[src/rtl/intr_ctrl.sv]
// -----------------------------------------------------------------------------
// intr_ctrl -- interrupt request controller for a single-cycle CPU.
//
// Edge-detects N_SRC peripheral request lines into a pending register, applies
// a CPU-writable mask, and raises a registered interrupt request. When the CPU
// acknowledges, the winning source ID (lowest index first) is latched as the
// cause and that pending bit is cleared. Further requests are held off until
// the handler signals end-of-interrupt.
//
// Ports:
//   Clk         in   1      clock, rising edge
//   Clrn        in   1      synchronous active-high reset
//   irq_in      in   N_SRC  raw level request lines, synchronous to Clk
//   mask_we     in   1      mask register write strobe
//   mask_wdata  in   N_SRC  new mask value (bit=1 blocks that source)
//   inta        in   1      interrupt acknowledge from CPU
//   eoi         in   1      end-of-interrupt pulse from CPU
//   intr        out  1      interrupt request to CPU (registered)
//   cause       out  ID_W   acknowledged source ID, valid while busy=1
//   busy        out  1      handler in progress (ack until eoi)
//   pending     out  N_SRC  pending register, for software read
// -----------------------------------------------------------------------------
module intr_ctrl #(
  parameter int N_SRC = 4,
  parameter int ID_W  = 2
) (
  input  logic             Clk,
  input  logic             Clrn,
  input  logic [N_SRC-1:0] irq_in,
  input  logic             mask_we,
  input  logic [N_SRC-1:0] mask_wdata,
  input  logic             inta,
  input  logic             eoi,
  output logic             intr,
  output logic [ID_W-1:0]  cause,
  output logic             busy,
  output logic [N_SRC-1:0] pending
);

  localparam logic [1:0] ST_IDLE    = 2'd0;
  localparam logic [1:0] ST_REQ     = 2'd1;
  localparam logic [1:0] ST_SERVICE = 2'd2;

  logic [1:0]       state_q, state_d;
  logic [N_SRC-1:0] irq_q;
  logic [N_SRC-1:0] pending_q, pending_d;
  logic [N_SRC-1:0] mask_q, mask_d;
  logic             intr_q, intr_d;
  logic [ID_W-1:0]  cause_q, cause_d;
  logic             busy_q, busy_d;

  logic [N_SRC-1:0] rise_s;
  logic [N_SRC-1:0] elig_s;
  logic [N_SRC-1:0] clr_s;

  // Lowest-index set bit wins; returns 0 when no bit is set.
  function automatic logic [ID_W-1:0] prio(input logic [N_SRC-1:0] vec);
    logic [ID_W-1:0] id;
    id = '0;
    for (int i = N_SRC - 1; i >= 0; i--) begin
      if (vec[i]) begin
        id = ID_W'(i);
      end else begin
        id = id;
      end
    end
    return id;
  endfunction

  assign rise_s = irq_in & ~irq_q;
  assign elig_s = pending_q & ~mask_q;

  // Next-state, output and pending-clear decode.
  always_comb begin
    state_d = state_q;
    intr_d  = intr_q;
    cause_d = cause_q;
    busy_d  = busy_q;
    clr_s   = '0;
    mask_d  = mask_we ? mask_wdata : mask_q;
    case (state_q)
      ST_IDLE: begin
        if (|elig_s) begin
          state_d = ST_REQ;
          intr_d  = 1'b1;
        end else begin
          intr_d  = 1'b0;
        end
      end
      ST_REQ: begin
        // Loss of eligibility takes precedence over a simultaneous ack:
        // that ack is spurious and must not disturb cause.
        if (elig_s == '0) begin
          state_d = ST_IDLE;
          intr_d  = 1'b0;
        end else if (inta) begin
          state_d        = ST_SERVICE;
          intr_d         = 1'b0;
          busy_d         = 1'b1;
          cause_d        = prio(elig_s);
          clr_s[prio(elig_s)] = 1'b1;
        end else begin
          intr_d  = 1'b1;
        end
      end
      ST_SERVICE: begin
        intr_d = 1'b0;
        if (eoi) begin
          state_d = ST_IDLE;
          busy_d  = 1'b0;
        end else begin
          busy_d  = 1'b1;
        end
      end
      default: begin
        state_d = ST_IDLE;
        intr_d  = 1'b0;
        busy_d  = 1'b0;
      end
    endcase
    // A new edge in the same cycle as its clear keeps the bit set.
    pending_d = (pending_q & ~clr_s) | rise_s;
  end

  // State registers with synchronous reset.
  always_ff @(posedge Clk) begin
    if (Clrn) begin
      state_q   <= ST_IDLE;
      irq_q     <= '0;
      pending_q <= '0;
      mask_q    <= '1;
      intr_q    <= 1'b0;
      cause_q   <= '0;
      busy_q    <= 1'b0;
    end else begin
      state_q   <= state_d;
      irq_q     <= irq_in;
      pending_q <= pending_d;
      mask_q    <= mask_d;
      intr_q    <= intr_d;
      cause_q   <= cause_d;
      busy_q    <= busy_d;
    end
  end

  assign intr    = intr_q;
  assign cause   = cause_q;
  assign busy    = busy_q;
  assign pending = pending_q;

endmodule

[config.mk]
export PLATFORM = sky130hd
export DESIGN_NAME = intr_ctrl
export DESIGN_NICKNAME = d
export VERILOG_FILES = /design/src/rtl/intr_ctrl.sv
export SDC_FILE = /design/constraint.sdc
export NUM_CORES = 1
export LEC_CHECK = 0
export CORE_UTILIZATION = 35
export DETAILED_ROUTE_END_ITERATION = 16
export GPL_TIMING_DRIVEN = 1
export MAX_ROUTING_LAYER = met4
export PLACE_DENSITY = 0.69
export SKIP_CTS_REPAIR_TIMING = 1
export SYNTH_ARGS = -nofsm -noshare
export SYNTH_HDL_FRONTEND = slang
export SYNTH_SLANG_ARGS = --single-unit
[constraint.sdc]
create_clock -name Clk -period 3.02 [get_ports Clk]
set_input_delay 0.906 -clock Clk [delete_from_list [all_inputs] [get_ports Clk]]
set_output_delay 0.906 -clock Clk [all_outputs]
set_load 0.02 [all_outputs]
==> flow_summary.yaml <==
floorplanning:
  die_h_microns: 50.2
  placementRows: 17
  core_area_sq_um: 2190
  die_w_microns: 50.2
  die_area_sq_um: 2520
  pin_count: 21
  initial_core_util_pct: 37.1
clock_network:
  htree_levels: 1
  cts_sinks: 18
  cts_buffer_depth: 2
  clockRootBuffer: "clkbuf_4"
  insertion_delay_ps: 290
  cts.clk_slew.worst_paths_ps: 100
  cts_buffers: 3
  cts_tree: "built"
sta:
  relSlewSlack_pct: 56.4
  tns_ps: 0
  report.final.slew_viol_count: 0
  hold_viol_final: 0
  holdWs_ps: 485
  rsz0062_at_grt: "no"
  min_period_over_period_pct: 73.9
  postLayoutSetupSlackWorst_ps: 788
  setup_viol: 0
  worst_pin_slew_ps: 653
  period_needed_ps: 2230
  skew_ps: 5.61
  fmax_ghz: 0.448
final_layout:
  num_antenna_cells: 0
  drive_above_1_share_pct: 6.54
  synthToLayoutAreaGrowth_pct: 31.1
  utilization_pct: 48.6
  fin_nets: 124
setup_path:
  r2r_cells: 6
  cp-end-kind: "flip-flop"
  crit_start: "inta"
  reg2reg_slack_ps: 1150
  max_stage_delay_ps: 510
  path_cells: "clkdlybuf4s50_1, nand2_1, a2111o_1, o31ai_1, a21oi_1"
  cp.required_ps: 3160
  crit_arrival_ps: 2380
  timing.rr.start: "state_q[1]"
  r2r-end: "pending[3]"
  crit_fanout: 8
  slowest_stage: "clkdlybuf4s50_1"
  crit_type: "input pin to flip-flop"
  startpoint_type: "input pin"
synthesis:
  avgSynthCellArea_sq_um: 9.44
  synth-main-ff-cell: "dfxtp_1"
  synth-warning-count: 0
  synth_nets: 102
  async_reset_ff_share_pct: 0
  synth_edf_count: 0
  synth-seq-cells: 18
  ys_seq_area_share_pct: 44.4
  synth_cell_types: 26
  synth.cell_area_sq_um: 812
  synth_cells: 86
placement:
  port_buffers: 20
  hpwl_microns: 1120
  gp_congestion: 0.795
  place_ws_ps: 532
power:
  p_int_mw: 0.374
  switching_share_pct: 24.9
  power_frac_seq_pct: 52.3
  p_clk_share_pct: 29.4
  peakVddDrop_v: 0.000207
  combPwrFrac_pct: 18.3
  powerDensity_nw_per_um2: 467
  leakagePower_nw: 0.387
  power_mw: 0.497
  netSwitchingPower_mw: 0.124
global_routing:
  overflow: 0
  antenna_found_initial: 0
  grt_pass1_vias: 642
  grt_pass1_wl_microns: 2630
  grt_util_all_layers_pct: 14.3
  grt_max_degree: 20
hold_path:
  holdPathStages: 2
  min_from: "busy"
  hp-class: "flip-flop to flip-flop"
  min_to: "busy"
drt:
  wl_per_cell_microns: 11.4
  drt_iter0_drc: 8
  dr.pass1.iters: 4
  wirelength_microns: 1540
  vias: 681
  drc_errors: 0
  postRouteAntennaNets: 0
  routed_via_density: 5.04
status:
  status: "finished clean"
job:
  drv_cap: 0
-- worst max-delay path by stage --
stage / end / slack [ps] / depth (start not counted)
CTS: pending[3] / 790 / 1
floorplan: pending[3] / 1200 / 4
finish: pending[3] / 790 / 5
detailed placement: pending[3] / 530 / 5
global route: pending[3] / 730 / 5
global placement: pending[3] / 580 / 5
-- routing by layer --
layer  up-vias  routed length [microns]  share of wire [%]  GRT usage (%)
li1        348                        -                  -              -
met1       304                      747                 49           17.3
met2        22                      656                 43           21.3
met3         7                       74                4.8           2.73
met4         0                       57                3.7           10.0
met5         -                        0                  0              -
-- placed cells by master, fill, tap and decap left out, types with 2 or more instances in the layout --
master | netlist | routed
clkdlybuf4s50_1 | 0 | 20
dfxtp_1 | 18 | 18
nor2b_1 | 12 | 12
a21oi_1 | 11 | 11
nand2b_1 | 7 | 7
o21ai_0 | 5 | 5
a211o_1 | 4 | 4
inv_1 | 3 | 3
ha_1 | 3 | 3
clkbuf_4 | 0 | 3
nand2_1 | 2 | 2
o41ai_1 | 2 | 2
o31ai_1 | 2 | 2
nor3_1 | 2 | 2
-- cell usage after synthesis, drive strengths merged, types with 2 or more instances --
| cell type | count | area, sq um |
|---|---|---|
| o31ai | 2 | 15.0 |
| inv | 3 | 11.3 |
| dfxtp | 18 | 360 |
| o41ai | 2 | 17.5 |
| nand2 | 2 | 7.51 |
| nor3 | 2 | 10.0 |
| a211o | 4 | 35.0 |
| ha | 3 | 37.5 |
| a21oi | 11 | 55.1 |
| and2b | 2 | 17.5 |
| nand2b | 7 | 43.8 |
| clkbuf | 2 | 7.51 |
| or4 | 2 | 18.8 |
| o21ai | 5 | 25.0 |
| nor2b | 12 | 75.1 |
-- cell type report --
cell class,instances,area (sq um)
Sequential cell,18,360
Fill cell,211,1130
Clock buffer,4,36.3
Timing Repair Buffer,20,200
Inverter,3,11.3
Multi-Input combinational cell,62,422
Tap cell,28,35.0
-- stage by stage --
stage,instance area (sq um),std cells
after CTS,1060,135
after floorplan,812,86
after detailed placement,1030,131
after global routing,1060,135
final,1060,135
after global placement,1030,131
-- logic make-up (layout without fill, tap and decap cells) --
group	after synthesis	count (layout)	share of synthesized area (%)
mux	1	1	1.23
flops	18	18	44.4
fa+ha+maj	3	3	4.62
simple gates	31	31	24.7
buf+inv	6	27	3.70
compound gates	27	27	21.4
-- flip-flops by register name (all words and copies together) (netlist names) --
name / cells
state_q: 2
pending: 4
irq_q: 4
cause: 2
intr: 1
mask_q: 4
busy: 1
-- power by group through the flow --
stage | sequential [mW] | combinational (mW) | clock [mW]
finish | 0.260 | 0.0909 | 0.146
global route | 0.263 | 0.101 | 0.163
CTS | 0.260 | 0.0916 | 0.152
detailed placement | 0.266 | 0.0910 | 0
global placement | 0.265 | 0.0891 | 0
floorplan | 0.270 | 0.0487 | 0
-- worst max-delay path: cells and delay by family --
family | cells | cell delay, ps
compound gates | 3 | 780
simple gates | 1 | 180
buf+inv | 1 | 510
Power figures use the tool's default switching activity.
